`src/rtl/gon_pkg.sv`:
```
// Shared mode encodings and the per-master tag match function for the GON X-bus.
package gon_pkg;

    localparam logic [1:0] GON_MODE_UNI   = 2'd0;
    localparam logic [1:0] GON_MODE_MASK  = 2'd1;
    localparam logic [1:0] GON_MODE_BCAST = 2'd2;

    // Widest tag the match function handles; narrower IDs are zero-extended
    // by the caller, which leaves equality and masked compares unchanged.
    localparam int GON_ID_MAX = 16;

    typedef logic [GON_ID_MAX-1:0] gon_id_t;

    // Mode 3 is reserved and never matches.
    function automatic logic gon_match(input gon_id_t    id,
                                       input gon_id_t    tag,
                                       input gon_id_t    mask,
                                       input logic [1:0] mode);
        logic m;
        m = 1'b0;
        case (mode)
            GON_MODE_UNI:   m = (id == tag);
            GON_MODE_MASK:  m = (((id ^ tag) & mask) == '0);
            GON_MODE_BCAST: m = 1'b1;
            default:        m = 1'b0;
        endcase
        return m;
    endfunction

endpackage

```
`src/rtl/gon_x_mc_unit.sv`:
```
// One master slot: scan-chain ID stage, tag match, ready/select and gated values.
module gon_x_mc_unit
    import gon_pkg::*;
#(
    parameter int ID_LEN    = 5,
    parameter int VALUE_LEN = 32,
    parameter int MA_Y      = 0
) (
    input  logic                 clk,
    input  logic                 rst,
    input  logic                 set_id_i,
    input  logic [ID_LEN-1:0]    scan_in_i,
    output logic [ID_LEN-1:0]    id_o,
    input  logic                 s_ready_i,
    input  logic                 id_loaded_i,
    input  logic [ID_LEN-1:0]    s_tag_i,
    input  logic [1:0]           cfg_mode_i,
    input  logic [ID_LEN-1:0]    cfg_mask_i,
    input  logic                 enable_i,
    input  logic [VALUE_LEN-1:0] value_i,
    output logic                 ready_o,
    output logic                 sel_o,
    output logic [VALUE_LEN-1:0] or_val_o,
    output logic [VALUE_LEN-1:0] and_val_o
);

    logic [ID_LEN-1:0] id_q, id_d;
    logic              match;

    // Scan stage: take the upstream ID while shifting, otherwise hold.
    always_comb begin
        id_d = id_q;
        if (set_id_i) begin
            id_d = scan_in_i;
        end
    end

    // ID register, cleared by the asynchronous active-low reset.
    always_ff @(posedge clk or negedge rst) begin
        if (!rst) begin
            id_q <= '0;
        end else begin
            id_q <= id_d;
        end
    end

    assign id_o = id_q;

    // Match, ready and select; values not selected are forced to the
    // identity of each gather (0 for OR, all-ones for AND).
    always_comb begin
        match     = gon_match(gon_id_t'(id_q), gon_id_t'(s_tag_i),
                              gon_id_t'(cfg_mask_i), cfg_mode_i);
        ready_o   = s_ready_i & id_loaded_i & ~set_id_i & match;
        sel_o     = ready_o & enable_i;
        or_val_o  = sel_o ? value_i : '0;
        and_val_o = sel_o ? value_i : '1;
    end

    // Row index is carried for trace builds; it must be a valid row.
    if (MA_Y < 0) begin : g_bad_row
        logic bad_row_unused;
        assign bad_row_unused = 1'b0;
    end

endmodule

```
`src/rtl/gon_x_bus_mc.sv`:
```
// Row-level GON X-bus: scan-loaded tags, selectable match, registered OR-gather,
// sticky collision flag and wrapping transfer counter.
//
// Handshake: master_ready[i] is combinational and a master transfers in any
// cycle where master_ready[i] & master_enable[i]. The gathered value is
// presented one cycle later with s_valid=1; the slave has no way to stall it
// and must take it because it already asserted s_ready in the transfer cycle.
module gon_x_bus_mc
    import gon_pkg::*;
#(
    parameter int MASTER_NUMS = 14,
    parameter int ID_LEN      = 5,
    parameter int VALUE_LEN   = 32,
    parameter int MA_Y        = 0,
    parameter int CNT_W       = 16
) (
    input  logic                             clk,
    input  logic                             rst,
    input  logic                             s_ready,
    input  logic [ID_LEN-1:0]                s_tag,
    output logic                             s_valid,
    output logic [VALUE_LEN-1:0]             s_value,
    output logic [MASTER_NUMS-1:0]           master_ready,
    input  logic [MASTER_NUMS-1:0]           master_enable,
    input  logic [MASTER_NUMS*VALUE_LEN-1:0] master_value,
    input  logic                             set_id,
    input  logic [ID_LEN-1:0]                id_scan_in,
    output logic [ID_LEN-1:0]                id_scan_out,
    output logic                             id_loaded,
    input  logic [1:0]                       cfg_mode,
    input  logic [ID_LEN-1:0]                cfg_mask,
    input  logic                             err_clr,
    output logic                             err_collision,
    output logic [CNT_W-1:0]                 xfer_cnt
);

    localparam int SC_W = $clog2(MASTER_NUMS + 1);
    localparam logic [SC_W-1:0] SC_FULL = SC_W'(MASTER_NUMS);

    logic [ID_LEN-1:0]    id_w     [MASTER_NUMS];
    logic [VALUE_LEN-1:0] or_w     [MASTER_NUMS];
    logic [VALUE_LEN-1:0] and_w    [MASTER_NUMS];
    logic [MASTER_NUMS-1:0] sel_w;

    logic [SC_W-1:0]      shift_cnt_q, shift_cnt_d;
    logic                 s_valid_q,   s_valid_d;
    logic [VALUE_LEN-1:0] s_value_q,   s_value_d;
    logic                 err_q,       err_d;
    logic [CNT_W-1:0]     cnt_q,       cnt_d;

    logic                 xfer;
    logic                 collision;
    logic [VALUE_LEN-1:0] or_all;
    logic [VALUE_LEN-1:0] and_all;

    assign id_loaded = (shift_cnt_q == SC_FULL);

    for (genvar i = 0; i < MASTER_NUMS; i++) begin : g_unit
        logic [ID_LEN-1:0] scan_src;
        if (i == 0) begin : g_head
            assign scan_src = id_scan_in;
        end else begin : g_link
            assign scan_src = id_w[i-1];
        end

        gon_x_mc_unit #(
            .ID_LEN    (ID_LEN),
            .VALUE_LEN (VALUE_LEN),
            .MA_Y      (MA_Y)
        ) u_unit (
            .clk         (clk),
            .rst         (rst),
            .set_id_i    (set_id),
            .scan_in_i   (scan_src),
            .id_o        (id_w[i]),
            .s_ready_i   (s_ready),
            .id_loaded_i (id_loaded),
            .s_tag_i     (s_tag),
            .cfg_mode_i  (cfg_mode),
            .cfg_mask_i  (cfg_mask),
            .enable_i    (master_enable[i]),
            .value_i     (master_value[i*VALUE_LEN +: VALUE_LEN]),
            .ready_o     (master_ready[i]),
            .sel_o       (sel_w[i]),
            .or_val_o    (or_w[i]),
            .and_val_o   (and_w[i])
        );
    end

    assign id_scan_out = id_w[MASTER_NUMS-1];

    // OR and AND gathers across all masters; unselected slots are identities.
    always_comb begin
        or_all  = '0;
        and_all = '1;
        for (int i = 0; i < MASTER_NUMS; i++) begin
            or_all  = or_all  | or_w[i];
            and_all = and_all & and_w[i];
        end
        xfer      = |sel_w;
        collision = xfer && (or_all != and_all);
    end

    // Next state for capture, scan counter, sticky error and transfer count.
    always_comb begin
        shift_cnt_d = shift_cnt_q;
        if (set_id && (shift_cnt_q != SC_FULL)) begin
            shift_cnt_d = shift_cnt_q + SC_W'(1);
        end
        s_valid_d = xfer;
        s_value_d = xfer ? or_all : '0;
        err_d     = err_q;
        if (collision) begin
            err_d = 1'b1;
        end else if (err_clr) begin
            err_d = 1'b0;
        end
        cnt_d = xfer ? cnt_q + CNT_W'(1) : cnt_q;
    end

    // State registers; reset drops any in-flight value and forces a rescan.
    always_ff @(posedge clk or negedge rst) begin
        if (!rst) begin
            shift_cnt_q <= '0;
            s_valid_q   <= 1'b0;
            s_value_q   <= '0;
            err_q       <= 1'b0;
            cnt_q       <= '0;
        end else begin
            shift_cnt_q <= shift_cnt_d;
            s_valid_q   <= s_valid_d;
            s_value_q   <= s_value_d;
            err_q       <= err_d;
            cnt_q       <= cnt_d;
        end
    end

    assign s_valid       = s_valid_q;
    assign s_value       = s_value_q;
    assign err_collision = err_q;
    assign xfer_cnt      = cnt_q;

endmodule

```
`config.mk`:
```
export PLATFORM = sky130hd
export DESIGN_NAME = gon_x_bus_mc
export DESIGN_NICKNAME = d
export VERILOG_FILES = /design/src/rtl/gon_pkg.sv /design/src/rtl/gon_x_mc_unit.sv /design/src/rtl/gon_x_bus_mc.sv
export SDC_FILE = /design/constraint.sdc
export NUM_CORES = 1
export LEC_CHECK = 0
export ABC_AREA = 1
export CAP_MARGIN = 10
export CORE_MARGIN = 2
export CORE_UTILIZATION = 35
export CTS_BUF_LIST = sky130_fd_sc_hd__clkbuf_16
export DETAILED_ROUTE_END_ITERATION = 10
export GPL_TIMING_DRIVEN = 0
export SYNTH_ARGS = -nofsm -noshare
export SYNTH_HDL_FRONTEND = slang
export SYNTH_HIERARCHICAL = 1
export SYNTH_SLANG_ARGS = --single-unit
export TNS_END_PERCENT = 1
```
`constraint.sdc`:
```
create_clock -name clk -period 3.36 [get_ports clk]
set_input_delay 0.84 -clock clk [delete_from_list [all_inputs] [get_ports clk]]
set_output_delay 0.84 -clock clk [all_outputs]
set_load 0.01 [all_outputs]
```
==> results of run 1 <==
-- power by group through the flow --
stage,clock (mW),sequential [mW],combinational (mW)
global placement,0,1.99,2.69
CTS,1.97,1.97,2.75
finish,1.91,1.97,2.82
floorplan,0,1.94,1.33
detailed placement,0,1.99,2.70
global route,2.01,2.01,3.05
-- cells in the mapped netlist, types with 14 or more instances --
cell type / number / area share, %
nand3_1: 132 / 3.3
nand3_4: 14 / 1.2
nor2_1: 668 / 13
nor3_1: 15 / 0.37
o21ai_0: 61 / 1.5
nand4_1: 483 / 15
nand3_2: 14 / 0.70
buf_2: 59 / 1.5
a21oi_1: 15 / 0.37
or2_1: 16 / 0.50
inv_1: 779 / 15
nand2_1: 856 / 16
mux2_2: 14 / 0.79
xor2_1: 25 / 1.1
dfrtp_1: 124 / 15
buf_6: 43 / 2.4
nor2_2: 295 / 9.2
clkbuf_1: 99 / 1.9
-- layout make-up --
cell class	count	share of cell area, %
clock buffers	17	1.55
well taps	756	3.44
repair buffers	557	20.3
multi-input cells	2643	47.7
inverters	779	10.7
flip-flops and latches	124	11.3
plain buffers	200	4.38
diodes	11	0.100
clock inverters	15	0.496
-- timing repair --
action / 4_1_cts / 5_1_grt
buffers inserted: 12 / 5
pin swaps: 8 / 8
gates resized for setup: 105 / 98
endpoints found under the setup margin: 65 / 56
-- sequential cells by signal (all words and copies together), names as in the netlist --
name / cells
s_value: 32
g_unit.u_unit/id_o: 70
err_collision: 1
shift_cnt_q: 4
s_valid: 1
xfer_cnt: 16
-- worst min-delay path by stage --
| stage | endpoint | start | cells after the start |
|---|---|---|---|
| CTS | shift_cnt_q[3] | rst | 1 |
| floorplan | shift_cnt_q[3] | shift_cnt_q[3] | 1 |
| finish | shift_cnt_q[3] | rst | 1 |
| global placement | err_collision | err_collision | 2 |
| detailed placement | shift_cnt_q[3] | shift_cnt_q[3] | 1 |
| global route | shift_cnt_q[2] | rst | 1 |
-- through the flow --
| step | hold slack [ns] | instances | setup TNS, ns |
|---|---|---|---|
| finish | 0.342 | 5102 | -1.11 |
| global route | 0.367 | 5100 | -4.29 |
| floorplan | 0.446 | 3747 | 0 |
| detailed placement | 0.463 | 5043 | -95.63 |
| global placement | 0.465 | 5042 | -640.54 |
| CTS | 0.343 | 5087 | -1.95 |
-- worst max-delay path, stage by stage (launching register included) --
cell,delay [ns]
dfrtp_1,0.40
inv_1,0.08
ha_1,0.16
nand3_2,0.13
clkinvlp_4,0.11
buf_12,0.15
nand2_1,0.10
nor2_4,0.32
nand2_1,0.10
inv_1,0.10
clkdlybuf4s50_1,0.55
-- layer usage --
layer | up-vias | global-route usage (%)
met4 | 8 | 18.0
met1 | 11900 | 48.8
met3 | 273 | 9.35
met2 | 1553 | 52.3
li1 | 12800 | -
met5 | - | 0
-- logic make-up (layout without fill, tap and decap cells) --
group	after synthesis	count (layout)	synth area share, %
AOI/OAI and AO/OA	76	76	1.90
xor gates and xnor gates	35	35	1.53
adders and majority gates	3	3	0.187
buffers and inverters	980	1568	20.3
DFF	124	124	15.5
muxes	17	17	1.01
other	0	11	0
and+or+nand+nor	2512	2512	59.6
==> run metrics, run 1 <==
total design power 6.70 mW; # clock sinks 124; router iterations before antenna repair 6; Core ar. 56500 µm²; cts hold-fix bufs 0; io pins 554; Slew Limit Headroom 53.7%; WL/cell 21.5 µm; Residual DRC 0; fraction of layout cells with a size suffix above 1 13.2%; Peak VDD IR 0.337 mV; fin worst setup slack -0.177 ns; Total GRT Usage 36.0%; fin util 48.6%; Die W 243 µm; sw power 2.81 mW; Die Y 243 µm; total number of vias 26500; P_int 3.90 mW; switch share 41.9%; worst path required time 2.52 ns; # rows 87; Slew Limit Fails 0; CP Capture Type primary output; Critical Path AT 2.70 ns; reg2reg path depth 24; Via-to-Cell Ratio 5.19; crit path launch shift_cnt_q[0]; Hold/Removal Path Class in -> async; register bit total from synthesis 124; Fill cells 6063; maximum clock insertion buffer count 2; multi-input logic area 13100 µm²; reg-to-reg startpoint shift_cnt_q[0]; first-pass GRT wire length 159000 µm; status complete, but fails checks; crit-path max FO 15; met1 wire length 46400 µm; CP Capture Point master_ready[2]; Detailed Route Iter0 Violations 3193; Post-Route WL 110000 µm; nature of the critical path startpoint flop; root buffer cell clkbuf_16; Routability Congestion 0.990; Worst Tran Pin Value 0.695 ns; commonest non-fill, non-tap cells in the layout 845 x nand2_1, 779 x inv_1, 649 x nor2_1; skew final 0.0200 ns; Post-Syn Area per Cell 5.35 µm²; PortBufs 539; Setup WS pre-CTS -1.82 ns; mapped cell area 20100 µm²; asr flop ratio synth 100%; Max Fclk 283 MHz; # nets final 4809; total grt overflow 0; EDFF count, synth 0; die area 59200 µm²; FF+latch area 3100 µm²; Final ANT Viol Nets 0; RR Endpoint err_collision; TritonCTS buffer count 17; post-detail-place hpwl 87500 µm; Synth Net Count 4234; Clock transition at path regs 0.07 ns; main flop type after synthesis dfrtp_1; clock network power share 28.5%; routed length on met3 12000 µm; Final Cell Area 27500 µm²; endpoints failing hold 0; Setup Crit Path Kind reg -> out; Clock Latency Late Sink 0.48 ns; Pleak 15.6 nW; setup violators final 7; most common cell after layout, fill and taps aside nand2_1; number of global-route vias before repair 24600; Starting Density 35.5%; area of placed instances 26400 µm²; unrepaired setup endpoints after global routing true; min Tclk post-route 3.54 ns; antenna violations before repair 15; Max Cap Viol 0; Synth Instances 3747; Tcrit/Tclk final 105%; failing checks setup timing; FF-to-FF setup slack -0.14 ns; H-Tree Depth 4; clock tree from TritonCTS done; Sequential Power Share 29.5%; pin count of the biggest net entering global routing 72; sequential area share after synthesis 15.5%; power per cell area 244 nW/µm²; Top Metal Used met5; WL met2 45500 µm; Netlist cell types 29; area added between synthesis and finish 37.0%; logic gate share of total power 42.1%; Synth warnings 6
(Power assumes the default switching activity.)
==> run 2: changes to the inputs <==
Settings changed: CORE_MARGIN 2 to 4.
==> run metrics, run 2 (synthesis results as in run 1) <==
Setup TNS Final -0.200 ns (was -1.11 ns); Slew Limit Fails 0 (unchanged); worst path required time 3.73 ns (was 2.52 ns); WL/cell 21.8 µm (was 21.5 µm); Pleak 15.7 nW (was 15.6 nW); H-Tree Depth 4 (unchanged); # nets final 4827 (was 4809); fraction of layout cells with a size suffix above 1 13.4% (was 13.2%); Total GRT Usage 34.9% (was 36.0%); die area 61200 µm² (was 59200 µm²); Slew Limit Headroom 47.1% (was 53.7%); CP max-delay cell buf_2 (was clkdlybuf4s50_1); Clock transition at path regs 0.06 ns (was 0.07 ns); CP Capture Type flop (was primary output); commonest non-fill, non-tap cells in the layout 848 x nand2_1, 777 x inv_1, 664 x nor2_1 (was 845 x nand2_1, 779 x inv_1, 649 x nor2_1); router iterations before antenna repair 6 (unchanged); worst hold slack 0.297 ns (was 0.342 ns); Clock Latency Late Sink 0.50 ns (was 0.48 ns); most common cell after layout, fill and taps aside nand2_1 (unchanged); Post-Route WL 112000 µm (was 110000 µm); Final Cell Area 27700 µm² (was 27500 µm²); Setup Crit Path Kind in -> reg (was reg -> out); # rows 87 (unchanged); failing checks setup timing (unchanged); Die Y 247 µm (was 243 µm); crit path cell chain buf_2, nand3_1, nand2_1, inv_1, nand2_1, nand3_2, nand3_4, buf_6, nor2_2, nor2_1, nand2_1, nor2_1, nand2_1, xnor2_1, nand2_1, nor2_1, nand2_1, nor2_1, nand2_1, nand2_1, nand2_1 (was inv_1, ha_1, nand3_2, clkinvlp_4, buf_12, nand2_1, nor2_4, nand2_1, inv_1, clkdlybuf4s50_1); status complete, but fails checks (unchanged); PortBufs 539 (unchanged); Worst path max stage delay 0.40 ns (was 0.55 ns); total number of vias 26600 (was 26500); total grt overflow 0 (unchanged); Max Cap Viol 0 (unchanged); Starting Density 35.4% (was 35.5%); Residual DRC 0 (unchanged); post-detail-place hpwl 88700 µm (was 87500 µm); nature of the critical path startpoint input pin (was flop); Tcrit/Tclk final 106% (was 105%); Critical Path AT 3.93 ns (was 2.70 ns); Final ANT Viol Nets 0 (unchanged); setup violators final 1 (was 7); io pins 554 (unchanged); clock tree from TritonCTS done (unchanged); number of global-route vias before repair 24900 (was 24600); Worst Tran Pin Value 0.793 ns (was 0.695 ns); min Tclk post-route 3.56 ns (was 3.54 ns); Hold/Removal Path Class in -> async (unchanged); pin count of the biggest net entering global routing 79 (was 72); unrepaired setup endpoints after global routing true (unchanged); endpoints failing hold 0 (unchanged); Routability Congestion 1.01 (was 0.990); crit-path max FO 14 (was 15); Core ar. 56600 µm² (was 56500 µm²); Via-to-Cell Ratio 5.20 (was 5.19); Largest register FFs 70 (unchanged); Peak VDD IR 0.435 mV (was 0.337 mV); area added between synthesis and finish 38.3% (was 37.0%); TritonCTS buffer count 17 (unchanged); Die W 247 µm (was 243 µm); root buffer cell clkbuf_16 (unchanged); # clock sinks 124 (unchanged); reg-to-reg startpoint shift_cnt_q[0] (unchanged); first-pass GRT wire length 159000 µm (about the same); area of placed instances 26400 µm² (unchanged); fin worst setup slack -0.200 ns (was -0.177 ns); crit path launch cfg_mask[2] (was shift_cnt_q[0]); antenna violations before repair 16 (was 15); Max Fclk 281 MHz (was 283 MHz); maximum clock insertion buffer count 2 (unchanged); skew final 0.0165 ns (was 0.0200 ns); power per cell area 249 nW/µm² (was 244 nW/µm²); crit-path most repeated cell nand2_1; Detailed Route Iter0 Violations 3098 (was 3193)
## run 2: critical path, delay by kind of cell
family        cells  cell delay (ns)
simple gates     17             2.18
buf+inv           3             0.67
xor+xnor          1             0.24
## run 2: path summary, 6_finish.rpt
check | end | slack [ns] | cells after the start
worst max-delay path | err_collision | -0.20 | 21
worst min-delay path | s_value[9] | 0.30 | 1
worst max register to register | err_collision | -0.10 | 22
worst min register to register | err_collision | 0.49 | 2
max in group asynchronous | g_unit[12].u_unit/id_o[0] | 2.23 | 2
min in group clk | err_collision | 0.49 | 2
## run 2: cell type report
cell class | count | area (µm²)
clock inverters | 15 | 176
flip-flops and latches | 124 | 3100
well taps | 756 | 946
plain buffers | 194 | 1180
diodes | 13 | 32.5
repair buffers | 581 | 5860
fillers | 6119 | 28900
inverters | 779 | 2930
multi-input cells | 2643 | 13100
clock buffers | 17 | 425
## run 2: repair_timing
item,CTS,global route
pin swaps,12,12
resized for setup,112,94
hold buffers,0,0
endpoints found under the setup margin,65,50
gates cloned,0,1
setup buffers,22,18
## run 2: stage by stage
| step | instances | total power, mW | setup slack (ns) | utilization, % |
|---|---|---|---|---|
| floorplan | 3747 | 3.27 | 0.689 | - |
| global placement | 5042 | 4.70 | -4.44 | 46.6 |
| detailed placement | 5043 | 4.72 | -1.82 | 46.7 |
| CTS | 5096 | 6.83 | -0.245 | 48.3 |
| global route | 5117 | 7.24 | -0.268 | 49.0 |
| finish | 5122 | 6.90 | -0.200 | 49.0 |
## run 2: where the power goes
group	internal [mW]	leakage, nW	switching, mW
Sequential	1.72	1.62	0.260
Clock	1.12	0.297	0.927
Combinational	1.18	13.8	1.70
## run 2: routing by layer
layer	part of all wire, %	vias to the layer above	track usage [%]
li1	-	12800	-
met1	41	12100	46.2
met2	44	1466	53.6
met5	0.073	-	0
met3	9.6	267	7.90
met4	4.8	12	17.1
